===== config.mk =====
export PLATFORM = sky130hd
export DESIGN_NAME = pixel_bus_sink
export DESIGN_NICKNAME = d
export VERILOG_FILES = /design/src/rtl/pixel_bus_sink.sv
export SDC_FILE = /design/constraint.sdc
export NUM_CORES = 1
export LEC_CHECK = 0
export ABC_CLOCK_PERIOD_IN_PS = 8000
export CAP_MARGIN = 10
export CORE_MARGIN = 2
export CORE_UTILIZATION = 49
export DETAILED_ROUTE_END_ITERATION = 10
export GPL_ROUTABILITY_DRIVEN = 0
export PLACE_DENSITY = 0.8
export SYNTH_ARGS = -nofsm -noshare
export SYNTH_HDL_FRONTEND = slang
export SYNTH_SLANG_ARGS = --single-unit
export TNS_END_PERCENT = 10

===== constraint.sdc =====
create_clock -name clk -period 8 [get_ports clk]
set_clock_uncertainty 0.15 [all_clocks]
set_input_delay 1.2 -clock clk [delete_from_list [all_inputs] [get_ports clk]]
set_output_delay 1.2 -clock clk [all_outputs]
set_load 0.02 [all_outputs]

===== src/rtl/pixel_bus_sink.sv =====
// pixel_bus_sink: receiving end of the shared pixel draw bus.
// Captures one-cycle (x, y, RGB) draw strobes into a small FIFO, reduces the
// colour to BPC bits per channel, and drains each entry as a linear
// framebuffer write. A whole-screen clear can be requested; earlier pixels
// drain first, and pixels arriving during the clear are written after it.
module pixel_bus_sink #(
  parameter int WIDTH  = 160,
  parameter int HEIGHT = 120,
  parameter int DEPTH  = 8,
  parameter int BPC    = 3,
  parameter int ADDR_W = 15
) (
  input  logic              clk,
  input  logic              resetn,
  input  logic              draw_enable,
  input  logic [7:0]        x,
  input  logic [7:0]        y,
  input  logic [23:0]       rgb,
  input  logic              clear_req,
  input  logic [23:0]       clear_color,
  output logic              fb_we,
  output logic [ADDR_W-1:0] fb_addr,
  output logic [3*BPC-1:0]  fb_data,
  input  logic              fb_ready,
  output logic              full,
  output logic              busy,
  output logic [7:0]        drop_count
);

  localparam int                 PTR_W     = $clog2(DEPTH);
  localparam int                 DATA_W    = 3 * BPC;
  localparam logic [ADDR_W-1:0]  LAST_ADDR = ADDR_W'(WIDTH * HEIGHT - 1);
  localparam logic [PTR_W:0]     DEPTH_CNT = (PTR_W + 1)'(DEPTH);

  typedef enum logic {
    S_RUN   = 1'b0,
    S_CLEAR = 1'b1
  } state_e;

  // Keep the top BPC bits of each channel; truncation, no rounding.
  function automatic logic [DATA_W-1:0] pack_rgb(input logic [23:0] c);
    return {c[23 -: BPC], c[15 -: BPC], c[7 -: BPC]};
  endfunction

  // Low colour bits are intentionally discarded by the packing above.
  logic unused_colour_bits;
  assign unused_colour_bits = ^{rgb, clear_color};

  state_e              state_q;
  logic                clear_pending_q;
  logic [DATA_W-1:0]   clear_color_q;
  logic [ADDR_W-1:0]   clr_cnt_q;
  logic [7:0]          drop_q;

  logic [PTR_W-1:0]    wr_ptr_q, wr_ptr_d;
  logic [PTR_W-1:0]    rd_ptr_q, rd_ptr_d;
  logic [PTR_W:0]      count_q,  count_d;

  logic [ADDR_W-1:0]   mem_addr [DEPTH];
  logic [DATA_W-1:0]   mem_data [DEPTH];

  logic                in_bounds;
  logic                fifo_empty;
  logic                fifo_full;
  logic                push;
  logic                pop;
  logic                drop;
  logic                empty_after_pop;
  logic [ADDR_W-1:0]   lin_addr;

  // Full-width address arithmetic, truncated to the framebuffer address width.
  assign lin_addr = ADDR_W'({24'd0, y} * 32'(WIDTH) + {24'd0, x});

  assign in_bounds       = (32'(x) < 32'(WIDTH)) && (32'(y) < 32'(HEIGHT));
  assign fifo_empty      = (count_q == '0);
  assign fifo_full       = (count_q == DEPTH_CNT);
  // A full FIFO drops the strobe even when the head pops on the same edge.
  assign push            = draw_enable && in_bounds && !fifo_full;
  assign drop            = draw_enable && !push;
  assign pop             = (state_q == S_RUN) && !fifo_empty && fb_ready;
  assign empty_after_pop = (count_q == (PTR_W + 1)'(pop));

  // FIFO pointer and occupancy bookkeeping; pointers wrap modulo DEPTH.
  always_comb begin
    wr_ptr_d = push ? wr_ptr_q + PTR_W'(1) : wr_ptr_q;
    rd_ptr_d = pop  ? rd_ptr_q + PTR_W'(1) : rd_ptr_q;
    count_d  = count_q + (PTR_W + 1)'(push) - (PTR_W + 1)'(pop);
  end

  // FIFO control state.
  always_ff @(posedge clk or negedge resetn) begin
    if (!resetn) begin
      wr_ptr_q <= '0;
      rd_ptr_q <= '0;
      count_q  <= '0;
    end else begin
      // NOTE: non-blocking assignments so every register samples pre-edge values.
      wr_ptr_q <= wr_ptr_d;
      rd_ptr_q <= rd_ptr_d;
      count_q  <= count_d;
    end
  end

  // FIFO storage write port.
  // NOTE: storage carries no reset; stale entries are never visible because
  // the output decode masks the head whenever the FIFO is empty.
  always_ff @(posedge clk) begin
    if (push) begin
      mem_addr[wr_ptr_q] <= lin_addr;
      mem_data[wr_ptr_q] <= pack_rgb(rgb);
    end
  end

  // Saturating count of discarded strobes (out of bounds or overflow).
  always_ff @(posedge clk or negedge resetn) begin
    if (!resetn) begin
      drop_q <= '0;
    end else if (drop && (drop_q != 8'hFF)) begin
      drop_q <= drop_q + 8'd1;
    end
  end

  // Run/clear sequencer: latches clear requests, waits for the FIFO to drain,
  // then sweeps every framebuffer address with the latched clear colour.
  always_ff @(posedge clk or negedge resetn) begin
    if (!resetn) begin
      state_q         <= S_RUN;
      clear_pending_q <= 1'b0;
      clear_color_q   <= '0;
      clr_cnt_q       <= '0;
    end else begin
      case (state_q)
        S_RUN: begin
          if (clear_pending_q && empty_after_pop) begin
            state_q         <= S_CLEAR;
            clr_cnt_q       <= '0;
            clear_pending_q <= 1'b0;
          end else if (clear_req && !clear_pending_q) begin
            clear_pending_q <= 1'b1;
            clear_color_q   <= pack_rgb(clear_color);
          end
        end
        S_CLEAR: begin
          if (fb_ready) begin
            if (clr_cnt_q == LAST_ADDR) begin
              state_q   <= S_RUN;
              clr_cnt_q <= '0;
            end else begin
              clr_cnt_q <= clr_cnt_q + ADDR_W'(1);
            end
          end
        end
        default: state_q <= S_RUN;
      endcase
    end
  end

  // Output decode from registered state only; stable while fb_ready is low.
  always_comb begin
    fb_we   = 1'b0;
    fb_addr = '0;
    fb_data = '0;
    if (state_q == S_CLEAR) begin
      fb_we   = 1'b1;
      fb_addr = clr_cnt_q;
      fb_data = clear_color_q;
    end else if (!fifo_empty) begin
      fb_we   = 1'b1;
      fb_addr = mem_addr[rd_ptr_q];
      fb_data = mem_data[rd_ptr_q];
    end
  end

  assign full       = fifo_full;
  assign busy       = !fifo_empty || clear_pending_q || (state_q == S_CLEAR);
  assign drop_count = drop_q;

endmodule


==> impl_summary.md <==
STA
The number of pins with negative max-slew slack in the final report is 0. For the pin with the worst max-slew slack, the measured transition is 1.09 ns. Setup repair after global routing left no endpoint under its margin.

The clock period minus final worst setup slack is 4.64 ns. The worst slew margin relative to its limit is 27.6%. The highest clock rate is 0.215 GHz. Summed over all failing endpoints, the final setup total negative slack is 0 ns. The hold violation count in the final report is 0. Setup violations remaining at the end of the flow were counted as 0. After layout, the worst path uses 58.0% of the clock period.

Clocking
In this run the deepest clock path goes through 3 buffers. The number of buffers created by CTS is 23. Clock-pin slew was measured on the worst setup and hold paths at 0.06 ns. The post-cts hold buffer count is 0. CTS built an H-tree with a depth of 1. The worst-skew pair later-pin latency is 0.50 ns. The number of gates resized after CTS was 0.

The buffer type at the clock tree root is sky130_fd_sc_hd__clkbuf_16. Counting every sink on the clock net gives 236. The CTS tree is yes. Once the clock tree was built, the setup fixing pass inserted 0 buffers.

Drt
The number of design rule violations left after detail routing is 0. The post-route antenna net violation count is 0. The DRC violation total after the first TritonRoute iteration is 501. The average vias per placed instance is 5.94.

The average detailed-routed wire length per instance is ~22 um. The routed layout has 5807 vias. The final layout contains routed wiring with a total length of 21.3 mm.

The pre-antenna-repair detailed-routing pass consisted of 5 iterations.

Finish
The layout net count is 789. The sequential cell area is a little under 7000 um2. The library cells used most frequently in the layout, excluding fill and tap cells, are sky130_fd_sc_hd__edfxtp_1, sky130_fd_sc_hd__clkdlybuf4s50_1, sky130_fd_sc_hd__mux4_2, sky130_fd_sc_hd__nand2_1, sky130_fd_sc_hd__dfrtp_1.

The signed area change from the synthesized netlist to the final layout is 17.6%. The leading cell type in the layout, fill and taps excluded is sky130_fd_sc_hd__edfxtp_1. The area of the multi-input gates is approximately 3200 um2.

The count of fill cells added during filler insertion is 1425. Of the cells placed in the final design, the portion with a size suffix greater than 1 is 17.4%. The final core utilization is 59.0%.

Logic synthesis
The mux contribution to synthesized area is 14.7%. Synthesis inferred 236 register bits. The most common flop cell mapped by yosys is sky130_fd_sc_hd__edfxtp_1.

The number of enable flip-flop cells after synthesis is roughly 190. The cell area after synthesis is 10200 um2. By area the synthesized netlist is led by sky130_fd_sc_hd__edfxtp_1, sky130_fd_sc_hd__dfrtp_1, sky130_fd_sc_hd__mux4_2.

Yosys printed 0 warnings. The post-synthesis adder-cell area fraction is under 10%. The sequential cell area fraction in the yosys report is between 60% and 70%. The cell count after synthesis came out at 614. Summing the areas of all and, or, nand and nor instances in the mapped netlist gives 6.39% of the synthesized area. Dividing the synthesized area by the synthesized cell count gives 16.6 um2.

The synthesized design spends more area on one cell type than any other, namely sky130_fd_sc_hd__edfxtp_1. The net count after synthesis is a little over 700. Summing the areas of all xor and xnor instances in the mapped netlist gives 2.22% of the synthesized area. Of the post-synthesis cell area, the dominant cell type holds 56.4%.

The main combinational cell family by area after synthesis is multiplexers. The fraction of registers with async set or reset after synthesis is 18.6%. The complex-gate fraction of the synthesized area is 3.83%. The distinct cell type count of the synthesized netlist is 50.

Global route
The via count of the first global-routing pass came to 5932. The global-route congestion overflow total is 0. The initial antenna violation count is 1.

The global-route wire length before repair is 32.7 mm. Global routing used 19.4% of the available tracks. Entering global routing, the biggest net connects ~50 pins.

Setup path
The critical path runs through a total of 5 cells. STA puts the critical path data arrival time at 3.29 ns. The element type at the critical path end is an output port. The classification of the worst setup path is reg2out.

The worst path required time is 6.65 ns. The most critical setup path has its startpoint at rd_ptr_q[0]$_DFFE_PN0P_. The startpoint identified for the worst register-to-register timing path is state_q$_DFF_PN0_. Walking the worst path, the cells encountered are buf_4, mux4_2, mux2i_1, o21ai_0, clkdlybuf4s50_1. Counting both buffers and inverters, the worst setup path holds a total of 2. The slowest stage of the critical path is the sky130_fd_sc_hd__buf_4 cell.

The depth of the worst register-to-register path is 7. The worst setup path is launched from a flop. Grouping stages by cell kind, the critical path spends the most delay in buffers and inverters.

The maximum cell stage delay along the critical path is 0.74 ns. The maximum net fanout on the critical path is 50.

Outcome
The run finished with clean final reports.

Flow run
The number of maximum-capacitance violations is 0.

Hold path
The startpoint identified for the worst hold timing path is wr_ptr_q[2]$_DFFE_PN0P_. Along the worst hold path, the cell count comes to 1. The min-delay analysis places its worst path in the category reg2reg.

Pwr
The part of the total power dissipated in combinational logic is 32.4%. Of the total power, the share spent switching nets is 31.8%. The leakage dissipation is 0.00421 uW. The net switching power is 1290 uW. The register share of total power is 40.5%. The cell-internal power is ~2800 uW. IR analysis of the VDD net gives a maximum drop of 289 uV.

In this run, the clock network consumes 27.1% of the power. The power per cell area is 337 nW/um2.

Die
The die outline area is 22000 um2. The vertical extent of the die is 148 um. The total number of placement rows is 52. Once the floorplan was initialized, standard cells occupied 50.2% of the core. The floorplan step defined a core boundary enclosing 20400 um2.

The total I/O pin count is ~100. The chip width is about 150 um.

Placement
The detailed placement HPWL is roughly 12 mm. The number of buffer cells added on primary ports is 73.
## worst paths after layout
path	to	slack [ns]
setup / recovery	fb_addr[10]	3.36
hold / removal	wr_ptr_q[2]$_DFFE_PN0P_	0.35
setup reg to reg	count_q[2]$_DFF_PN0_	4.63
hold reg to reg	wr_ptr_q[2]$_DFFE_PN0P_	0.35
max in group asynchronous	rd_ptr_q[1]$_DFFE_PN0P_	6.27
min in group asynchronous	drop_count[1]$_DFFE_PN0P_	0.73
## cell type report
cell class | instances | share of cell area (%)
Antenna cell | 1 | 0.0208
Clock buffer | 26 | 4.88
Clock inverter | 13 | 1.45
Inverter | 17 | 0.552
Multi-Input combinational cell | 335 | 26.7
Sequential cell | 236 | 57.2
Tap cell | 270 | 2.81
Timing Repair Buffer | 79 | 6.42
## metrics by stage
stage | std cells | total power, uW | setup slack, ns | hold WS, ns | cell area, um2
6_report | 977 | 4050 | 3.36 | 0.353 | 12000
2_1_floorplan | 614 | 2490 | 3.96 | 0.307 | 10200
5_1_grt | 976 | 4220 | 3.12 | 0.361 | 12000
3_5_place_dp | 937 | 2960 | 3.56 | 0.337 | 11300
4_1_cts | 976 | 4070 | 3.30 | 0.349 | 12000
3_3_place_gp | 937 | 2900 | 3.69 | 0.325 | 11300
## registers in the layout, summed over array words and instances (netlist names)
register / count
wr_ptr_q: 3
state_q: 1
rd_ptr_q: 3
mem_data: 72
count_q: 4
clear_pending_q: 1
mem_addr: 120
drop_count: 8
clr_cnt_q: 15
clear_color_q: 9
## metal layers
layer	global-route usage [%]	wire [um]
met3	3.10	1550
met4	5.71	501
met2	32.8	10700
met1	26.4	8490
met5	0	0
## power groups by stage
stage | clock, uW | sequential, uW | combinational (uW)
after floorplan | 0 | 1600 | 888
after global placement | 0 | 1650 | 1250
after detailed placement | 0 | 1660 | 1300
after CTS | 1110 | 1640 | 1320
after global routing | 1160 | 1660 | 1410
final | 1100 | 1640 | 1310
## cells by family (layout without fill, tap and decap cells)
group / count (synthesis) / in the layout
AOI/OAI and AO/OA: 67 / 67
xor gates and xnor gates: 25 / 25
adders and majority gates: 28 / 28
buffers and inverters: 43 / 135
DFF: 236 / 236
muxes: 89 / 89
other: 0 / 1
and+or+nand+nor: 126 / 126
## Yosys cell counts, types with 4 or more instances
cell	instances
sky130_fd_sc_hd__mux2_2	11
sky130_fd_sc_hd__mux4_2	48
sky130_fd_sc_hd__a22o_1	4
sky130_fd_sc_hd__nand3_1	14
sky130_fd_sc_hd__buf_2	4
sky130_fd_sc_hd__inv_1	16
sky130_fd_sc_hd__nor2_1	25
sky130_fd_sc_hd__clkbuf_1	12
sky130_fd_sc_hd__a21o_1	7
sky130_fd_sc_hd__buf_1	4
sky130_fd_sc_hd__dfrtp_1	44
sky130_fd_sc_hd__edfxtp_1	192
sky130_fd_sc_hd__ha_1	25
sky130_fd_sc_hd__nand4_1	8
sky130_fd_sc_hd__a21oi_1	9
sky130_fd_sc_hd__o21ai_0	39
sky130_fd_sc_hd__nand2_1	46
sky130_fd_sc_hd__nor3_1	6
sky130_fd_sc_hd__buf_4	4
sky130_fd_sc_hd__xnor2_1	16
sky130_fd_sc_hd__xor2_1	8
sky130_fd_sc_hd__mux2i_1	29
No activity file was read; power rests on OpenSTA's default activity.
